==> config.mk <==
export PLATFORM = sky130hd
export DESIGN_NAME = alu_sru_wide_flat
export DESIGN_NICKNAME = d
export VERILOG_FILES = /design/src/rtl/alu_sru_wide_if.sv /design/src/rtl/alu_sru_wide.sv /design/src/flat_wrapper.sv
export SDC_FILE = /design/constraint.sdc
export NUM_CORES = 1
export LEC_CHECK = 0
export CAP_MARGIN = 15
export CORE_MARGIN = 4
export CORE_UTILIZATION = 40
export DETAILED_ROUTE_END_ITERATION = 6
export GPL_TIMING_DRIVEN = 0
export PLACE_DENSITY = 0.81
export SLEW_MARGIN = 15
export SYNTH_ARGS = -nofsm -noshare
export SYNTH_HDL_FRONTEND = slang
export SYNTH_SLANG_ARGS = --single-unit
==> constraint.sdc <==
create_clock -name clk4 -period 2.05 [get_ports clk4]
set_clock_uncertainty 0.15 [all_clocks]
set_input_delay 0.41 -clock clk4 [delete_from_list [all_inputs] [get_ports clk4]]
set_output_delay 0.41 -clock clk4 [all_outputs]
set_load 0.1 [all_outputs]
==> src/rtl/alu_sru_wide_if.sv <==
// alu_sru_wide_if: start/busy/done request bus for the wide shift/rotate unit.
// The master drives the operands and op bits; the slave returns the result, the link value and the strobes.
interface alu_sru_wide_if #(
  parameter int WIDTH  = 16,
  parameter int DIST_W = 4
);
  logic              start;
  logic [WIDTH-1:0]  b;
  logic              fl_in;
  logic [DIST_W-1:0] op_dist;
  logic              op_right;
  logic              op_arithmetic;
  logic              op_rotate;
  logic              busy;
  logic              done;
  logic [WIDTH-1:0]  result;
  logic              fl_out;
  logic              fl_we;

  modport master (
    output start, b, fl_in, op_dist, op_right, op_arithmetic, op_rotate,
    input  busy, done, result, fl_out, fl_we
  );

  modport slave (
    input  start, b, fl_in, op_dist, op_right, op_arithmetic, op_rotate,
    output busy, done, result, fl_out, fl_we
  );
endinterface

==> src/rtl/alu_sru_wide.sv <==
// alu_sru_wide: shift/rotate-through-link, STRIDE bits/cycle, done after ceil(dist/STRIDE)+1 cycles (1 with SRU_BARREL_EN).
// start is taken only in IDLE; requests while busy are dropped, not queued.
module alu_sru_wide #(
  parameter int WIDTH  = 16,
  parameter int DIST_W = 4,
  parameter int STRIDE = 1
) (
  input logic           clk4,
  input logic           reset,
  alu_sru_wide_if.slave bus
);
`ifdef SRU_BARREL_EN
  localparam int LOOP_N = (1 << DIST_W) - 1;
`else
  localparam int LOOP_N = STRIDE;
`endif

  typedef enum logic [1:0] {IDLE, RUN, DONE} state_t;

  state_t           state;
  state_t           state_nxt;
  logic [WIDTH-1:0] result_q;
  logic             link_q;
  logic             zero_dist_q;
  logic [WIDTH:0]   stepped;

  // Applies n single-position steps to {link, value}; returns {new_link, new_value}.
  function automatic logic [WIDTH:0] sru_shift(
    input logic [WIDTH-1:0] val,
    input logic             lnk,
    input int               n,
    input logic             right,
    input logic             arith,
    input logic             rot
  );
    logic [WIDTH-1:0] r;
    logic             l;
    logic             fill;
    r    = val;
    l    = lnk;
    fill = 1'b0;
    for (int i = 0; i < LOOP_N; i++) begin
      if (i < n) begin
        if (right) begin
          fill = rot ? l : (arith & r[WIDTH-1]);
          l    = r[0];
          r    = {fill, r[WIDTH-1:1]};
        end else begin
          fill = rot ? l : 1'b0;
          l    = r[WIDTH-1];
          r    = {r[WIDTH-2:0], fill};
        end
      end
    end
    return {l, r};
  endfunction

`ifdef SRU_BARREL_EN
  assign stepped = sru_shift(bus.b, bus.fl_in, int'(bus.op_dist),
                             bus.op_right, bus.op_arithmetic, bus.op_rotate);
`else
  logic [DIST_W-1:0] cnt_q;
  logic              op_right_q;
  logic              op_arith_q;
  logic              op_rot_q;
  int                step_n;

  always_comb begin
    step_n  = (int'(cnt_q) < STRIDE) ? int'(cnt_q) : STRIDE;
    stepped = sru_shift(result_q, link_q, step_n, op_right_q, op_arith_q, op_rot_q);
  end
`endif

  always_ff @(posedge clk4) begin
    if (reset) state <= IDLE;
    else       state <= state_nxt;
  end

  always_comb begin
    state_nxt = state;
    case (state)
      IDLE: begin
        if (bus.start) begin
`ifdef SRU_BARREL_EN
          state_nxt = DONE;
`else
          state_nxt = (bus.op_dist == '0) ? DONE : RUN;
`endif
        end
      end
`ifndef SRU_BARREL_EN
      RUN:  state_nxt = (cnt_q == DIST_W'(step_n)) ? DONE : RUN;
`endif
      DONE:    state_nxt = IDLE;
      default: state_nxt = IDLE;
    endcase
  end

  always_ff @(posedge clk4) begin
    if (reset) begin
      result_q    <= '0;
      link_q      <= 1'b0;
      zero_dist_q <= 1'b0;
`ifndef SRU_BARREL_EN
      cnt_q       <= '0;
      op_right_q  <= 1'b0;
      op_arith_q  <= 1'b0;
      op_rot_q    <= 1'b0;
`endif
    end else begin
      case (state)
        IDLE: begin
          if (bus.start) begin
            zero_dist_q <= (bus.op_dist == '0);
`ifdef SRU_BARREL_EN
            {link_q, result_q} <= stepped;
`else
            result_q   <= bus.b;
            link_q     <= bus.fl_in;
            cnt_q      <= bus.op_dist;
            op_right_q <= bus.op_right;
            op_arith_q <= bus.op_arithmetic;
            op_rot_q   <= bus.op_rotate;
`endif
          end
        end
`ifndef SRU_BARREL_EN
        RUN: begin
          {link_q, result_q} <= stepped;
          cnt_q              <= cnt_q - DIST_W'(step_n);
        end
`endif
        default: ;
      endcase
    end
  end

  // A zero-distance op leaves the link untouched, so it gets no write strobe.
  assign bus.busy   = (state != IDLE);
  assign bus.done   = (state == DONE);
  assign bus.fl_we  = (state == DONE) && !zero_dist_q;
  assign bus.result = result_q;
  assign bus.fl_out = link_q;
endmodule
==> src/flat_wrapper.sv <==
// flat-port wrapper written by rule: the top's interface ports become plain ports
module alu_sru_wide_flat 
#(
  parameter int WIDTH  = 16,
  parameter int DIST_W = 4,
  parameter int STRIDE = 1
)
  (clk4, reset, bus_start, bus_b, bus_fl_in, bus_op_dist, bus_op_right, bus_op_arithmetic, bus_op_rotate, bus_busy, bus_done, bus_result, bus_fl_out, bus_fl_we);
  alu_sru_wide_if #(.WIDTH(WIDTH), .DIST_W(DIST_W)) bus_i ();
  input logic clk4;
  input logic reset;
  input wire logic [$bits(bus_i.start)-1:0] bus_start;
  input wire logic [$bits(bus_i.b)-1:0] bus_b;
  input wire logic [$bits(bus_i.fl_in)-1:0] bus_fl_in;
  input wire logic [$bits(bus_i.op_dist)-1:0] bus_op_dist;
  input wire logic [$bits(bus_i.op_right)-1:0] bus_op_right;
  input wire logic [$bits(bus_i.op_arithmetic)-1:0] bus_op_arithmetic;
  input wire logic [$bits(bus_i.op_rotate)-1:0] bus_op_rotate;
  output wire logic [$bits(bus_i.busy)-1:0] bus_busy;
  output wire logic [$bits(bus_i.done)-1:0] bus_done;
  output wire logic [$bits(bus_i.result)-1:0] bus_result;
  output wire logic [$bits(bus_i.fl_out)-1:0] bus_fl_out;
  output wire logic [$bits(bus_i.fl_we)-1:0] bus_fl_we;
  assign bus_i.start = bus_start;
  assign bus_i.b = bus_b;
  assign bus_i.fl_in = bus_fl_in;
  assign bus_i.op_dist = bus_op_dist;
  assign bus_i.op_right = bus_op_right;
  assign bus_i.op_arithmetic = bus_op_arithmetic;
  assign bus_i.op_rotate = bus_op_rotate;
  assign bus_busy = bus_i.busy;
  assign bus_done = bus_i.done;
  assign bus_result = bus_i.result;
  assign bus_fl_out = bus_i.fl_out;
  assign bus_fl_we = bus_i.fl_we;
  alu_sru_wide #(.WIDTH(WIDTH), .DIST_W(DIST_W), .STRIDE(STRIDE)) u_core (.clk4(clk4), .reset(reset), .bus(bus_i));
endmodule
**Word level (Yosys, flattened, before mapping)**

Index checks and enable logic that the tools add are counted.
W data, S select, Z words.

- Memory bits (read-only): 0
- Bits in latches: 0
- Bits in registers: 27
- Input bits: 27
- Memories kept: 0
- Logic and storage cells: 43
- RAM bits: 0
- Output and inout port bits: 20

- Reductions and logical operators: 9
- $lt $le $gt $ge: 2
- Bitwise operators: 1
- Shift-type cells: 0
- $mul: 0
- Add/subtract/negate cells: 1
- Multiplexer cells: 17
- Eq/ne operators: 5
- Div/mod/pow operators: 0

Operators by type and width:

| cell | number |
|---|---|
| $mux W16 | 3 |
| $lt A1 B32 Y1 const A | 1 |
| $pmux W16 S2 | 1 |
| $mux W4 | 2 |
| $pmux W4 S2 | 1 |
| $mux W2 | 3 |
| $mux W1 | 5 |
| $eq A4 B4 Y1 | 1 |
| $logic_not A4 Y1 | 1 |
| $lt A4 B1 Y1 const B | 1 |
| $pmux W2 S2 | 1 |
| $reduce_and A2 Y1 | 2 |
| $reduce_bool A2 Y1 | 2 |
| $sub A4 B4 Y4 | 1 |
| $reduce_and A3 Y1 | 1 |
| $eq A2 B1 Y1 const B | 1 |
| $eq A2 B2 Y1 const B | 1 |
| $logic_not A2 Y1 | 1 |
| $ne A2 B1 Y1 const B | 1 |
| $ne A2 B2 Y1 const B | 1 |
| $pmux W1 S2 | 1 |
| $and A1 B1 Y1 | 1 |
| $logic_and A1 B1 Y1 | 1 |
| $logic_not A1 Y1 | 1 |

**Logic depth before layout (Yosys ltp)**

- Depth in word-level cells: 5
- Depth in mapped cells: 7
- Gate-level depth less buffers: 6

**Worst setup path after synthesis**

Ideal clock, no wire load.

- Path kind: register to output
- From: register u_core.state[0]
- To: output port bus_fl_we
- Slack: -1.805 ns
- Arrival time: 3.295 ns
- Data required time: 1.490 ns
- Buffers on the path: 1
- Cell stages (with the launch flop): 4
- Path through: dfxtp_1 buf_2 nor2b_1 nor2b_1

- Cells in the longest elaborated chain, start to end: 2

Ends and longest elaborated chain:

| what | RTL line | RTL |
|---|---|---|
| start: declaration | alu_sru_wide.sv:20 | `state_t state;` |
| start signal: assignment | alu_sru_wide.sv:76 | `else state <= state_nxt;` |
| $eq A2 B2 Y1 | n/a |  |
| via bus_done | flat_wrapper.sv:20 | `output wire logic [$bits(bus_i.done)-1:0] bus_done;` |
| $logic_and A1 B1 Y1 | alu_sru_wide.sv:141 | `assign bus.fl_we = (state == DONE) && !zero_dist_q;` |
| end: declaration | flat_wrapper.sv:23 | `output wire logic [$bits(bus_i.fl_we)-1:0] bus_fl_we;` |

The timed path passes the listed nets, and every way through them passes these cells.

**Worst setup path in the final report**

- From: register u_core.state[1]
- To: output port bus_done

- Cells in the longest elaborated chain, start to end: 1

Ends and longest elaborated chain:

| what | RTL line | RTL |
|---|---|---|
| $eq A2 B2 Y1 | alu_sru_wide.sv:140 | `assign bus.done = (state == DONE);` |
| end: declaration | flat_wrapper.sv:20 |  |

Every way passes these cells.

==> flow_summary.toml <==
[grt]
grt_use_total_pct = 17.24
busiest_layer = "met2"
met2_usage_pct = 29.69
grt_pass1_wl_um = 7286
use_met1_pct = 23.22
grt_pass1_vias = 1589
grt_max_degree = 15
antenna_found_initial = 0
grt_overflow = 0
grt.met3_usage_pct = 1.262

[clock_network]
cts_setup_buffers = 0
cts_tree = "done"
root_buffer = "clkbuf_8"
cts_num_sinks = 27
clk_pin_slew_ns = 0.09
cts.repair.resized = 62
cts_buffers = 3
max-clock-path-buffers = 2
clock_latency_ns = 0.27
cts_hold_buf = 0
htreeDepth = 1

[route]
antenna_left = 0
avgViaCountPerCell = 5.842
drc = 0
wl_um = 4386
drtIter0Drc = 97
avgRoutedWirePerCell_um = 15.39
drt-pass1-iter-count = 4
vias = 1665

[critical_path]
path_cells = "buf_6, nor2b_4, clkdlybuf4s15_2"
endpoint = "bus_done"
r2r_slack_ns = 0.14
path_class = "register to primary output"
critPathMaxFanout = 10
required_ns = 1.49
r2r-end = "u_core.cnt_q[2]"
ff2ff_path_depth = 5
end_kind = "primary output"
critPathLaunchType = "register"
cp_slowest_cell = "clkdlybuf4s15_2"
r2r_start = "u_core.cnt_q[2]"
arrival_ns = 1.43
slowest_delay_ns = 0.55
critPathLaunch = "u_core.state[1]"

[die]
die_w_um = 71.82
die_area_um2 = 5157
initial_core_util_pct = 42.89
num_io_pins = 47
num_rows = 22
fp.dieH_um = 71.82
core-area_um2 = 3799

[yosys]
avgSynthCellArea_um2 = 8.665
synth-seq-cells = 27
ys_seq_area_share_pct = 33.18
synth_nets = 217
synth_cells = 188
ys_warn_count = 0
synth.distinct_cells = 36
syn-cell-area_um2 = 1629

[final_layout]
layout_common_cells = "dfxtp_1, clkdlybuf4s50_1, nor2b_1, o21ai_0, clkdlybuf4s15_2"
multi_input_area_um2 = 988.4
antenna_cells = 0
finalNetCount = 267
area_delta_synth_final_pct = 35.87
layout_commonest_cell = "dfxtp_1"
final_cell_count_no_fill = 285
seq_area_um2 = 541.8
fill_cells = 369
finalInstanceArea_um2 = 2213
fin_util_pct = 58.27
drive_gt1_share_pct = 19.83

[sta]
slew_violations = 0
fin_crit_sh_pct = 96.90
final.setup.worst_slack_ns = 0.06357
worst_pin_slew_ns = 0.9075
fmax_mhz = 503.4
rsz0062_at_grt = "no"
hold_violations = 0
maxSlewHeadroom_pct = 39.37
finalCriticalPeriod_ns = 1.986
setup_violations = 0

[placed_design]
dp_slack_ns = -0.3290
dp_hpwl_um = 3219
gp_congestion = 0.8416
dp_cells = 281
place_area_um2 = 2162
numPortBuffers = 45

[run]
max_cap_violations = 0

[outcome]
status = "completed"

[pwr]
p_leak_nw = 0.7624
ir_drop_mv = 0.4119
powerDensity_nw_per_um2 = 882.1

[worst_hold_path]
min_from = "u_core.op_arith_q"
hp-class = "register to register"
-- worst max-delay path: cells and delay by family (launching register included) --
| kind | cells | cell delay, ns |
|---|---|---|
| simple gates | 1 | 0.14 |
| buf+inv | 2 | 0.67 |
| flops | 1 | 0.33 |
-- worst min-delay path by stage --
stage	to	cells past startpoint	slack (ns)
floorplan	u_core.op_arith_q	2	0.29
global placement	u_core.op_arith_q	2	0.30
detailed placement	u_core.op_arith_q	2	0.31
CTS	u_core.op_arith_q	2	0.33
global route	u_core.op_rot_q	2	0.34
finish	u_core.op_arith_q	2	0.32
-- registers in the layout (all words and copies together), names as in the netlist --
register	flops
u_core.zero_dist_q	1
u_core.bus.result	16
u_core.state	2
u_core.op_arith_q	1
u_core.bus.fl_out	1
u_core.op_right_q	1
u_core.cnt_q	4
u_core.op_rot_q	1
-- report_power, final --
group          internal, W  total (W)  switching, W
Combinational     0.000288   0.000974      0.000686
Clock             0.000139   0.000308      0.000168
Sequential        0.000594   0.000671     0.0000770
-- synth_stat cells --
library cell  number  area, um2
a211oi_1          15      112.6
a21bo_2            1      10.01
a21oi_1            7      35.03
a221oi_1           1      8.760
a22o_1             1      8.760
a31o_2             1      8.760
a31oi_1            1      6.260
a32oi_1            1      8.760
buf_2              2      10.01
buf_6              3      33.78
clkbuf_1          16      60.06
dfxtp_1           27      540.5
ha_1               2      25.02
inv_1              3      11.26
nand2_1           13      48.80
nand2b_1           2      12.51
nand3b_1           1      7.510
nor2_1             4      15.01
nor2b_1           19      118.9
nor3_1             3      15.01
nor3b_1            1      7.510
nor4_1             1      6.260
nor4_4             1      21.27
o2111ai_1         16      140.1
o211a_1            2      20.02
o211ai_1           1      7.510
o21a_1             3      22.52
o21ai_0           17      85.08
o21bai_1           1      7.510
o311ai_0           1      8.760
o31ai_1            6      45.04
o31ai_2           10      125.1
or2_2              2      12.51
or3_1              1      6.260
or3b_1             1      8.760
or4_1              1      7.510
-- logic make-up after synthesis --
logic type / count (synthesis) / share of synthesized area [%]
fa+ha+maj: 2 / 1.536
simple gates: 50 / 17.67
flops: 27 / 33.18
buf+inv: 24 / 7.066
compound gates: 85 / 40.55
-- metrics by stage --
stage	hold slack, ns	setup TNS [ns]	power [W]
floorplan	0.2865	-0.1089	0.001423
CTS	0.3269	0	0.001962
detailed placement	0.3134	-6.002	0.001677
finish	0.3233	0	0.001952
global route	0.3444	0	0.002049
global placement	0.3007	-5.944	0.001670
-- per-layer routing --
layer | vias to the layer above | wire length, um
met5 | - | 0
met1 | 796 | 1951
met4 | 0 | 70
met3 | 7 | 150
met2 | 41 | 2214
li1 | 821 | -
-- layout make-up --
class / count / share of cell area, %
buffer: 21 / 5.031
clock buffer: 4 / 2.035
inverter: 3 / 0.5088
multi-input combinational: 137 / 44.66
tap: 48 / 2.713
timing repair buffer: 45 / 20.58
sequential: 27 / 24.48
(Power assumes the default switching activity.)
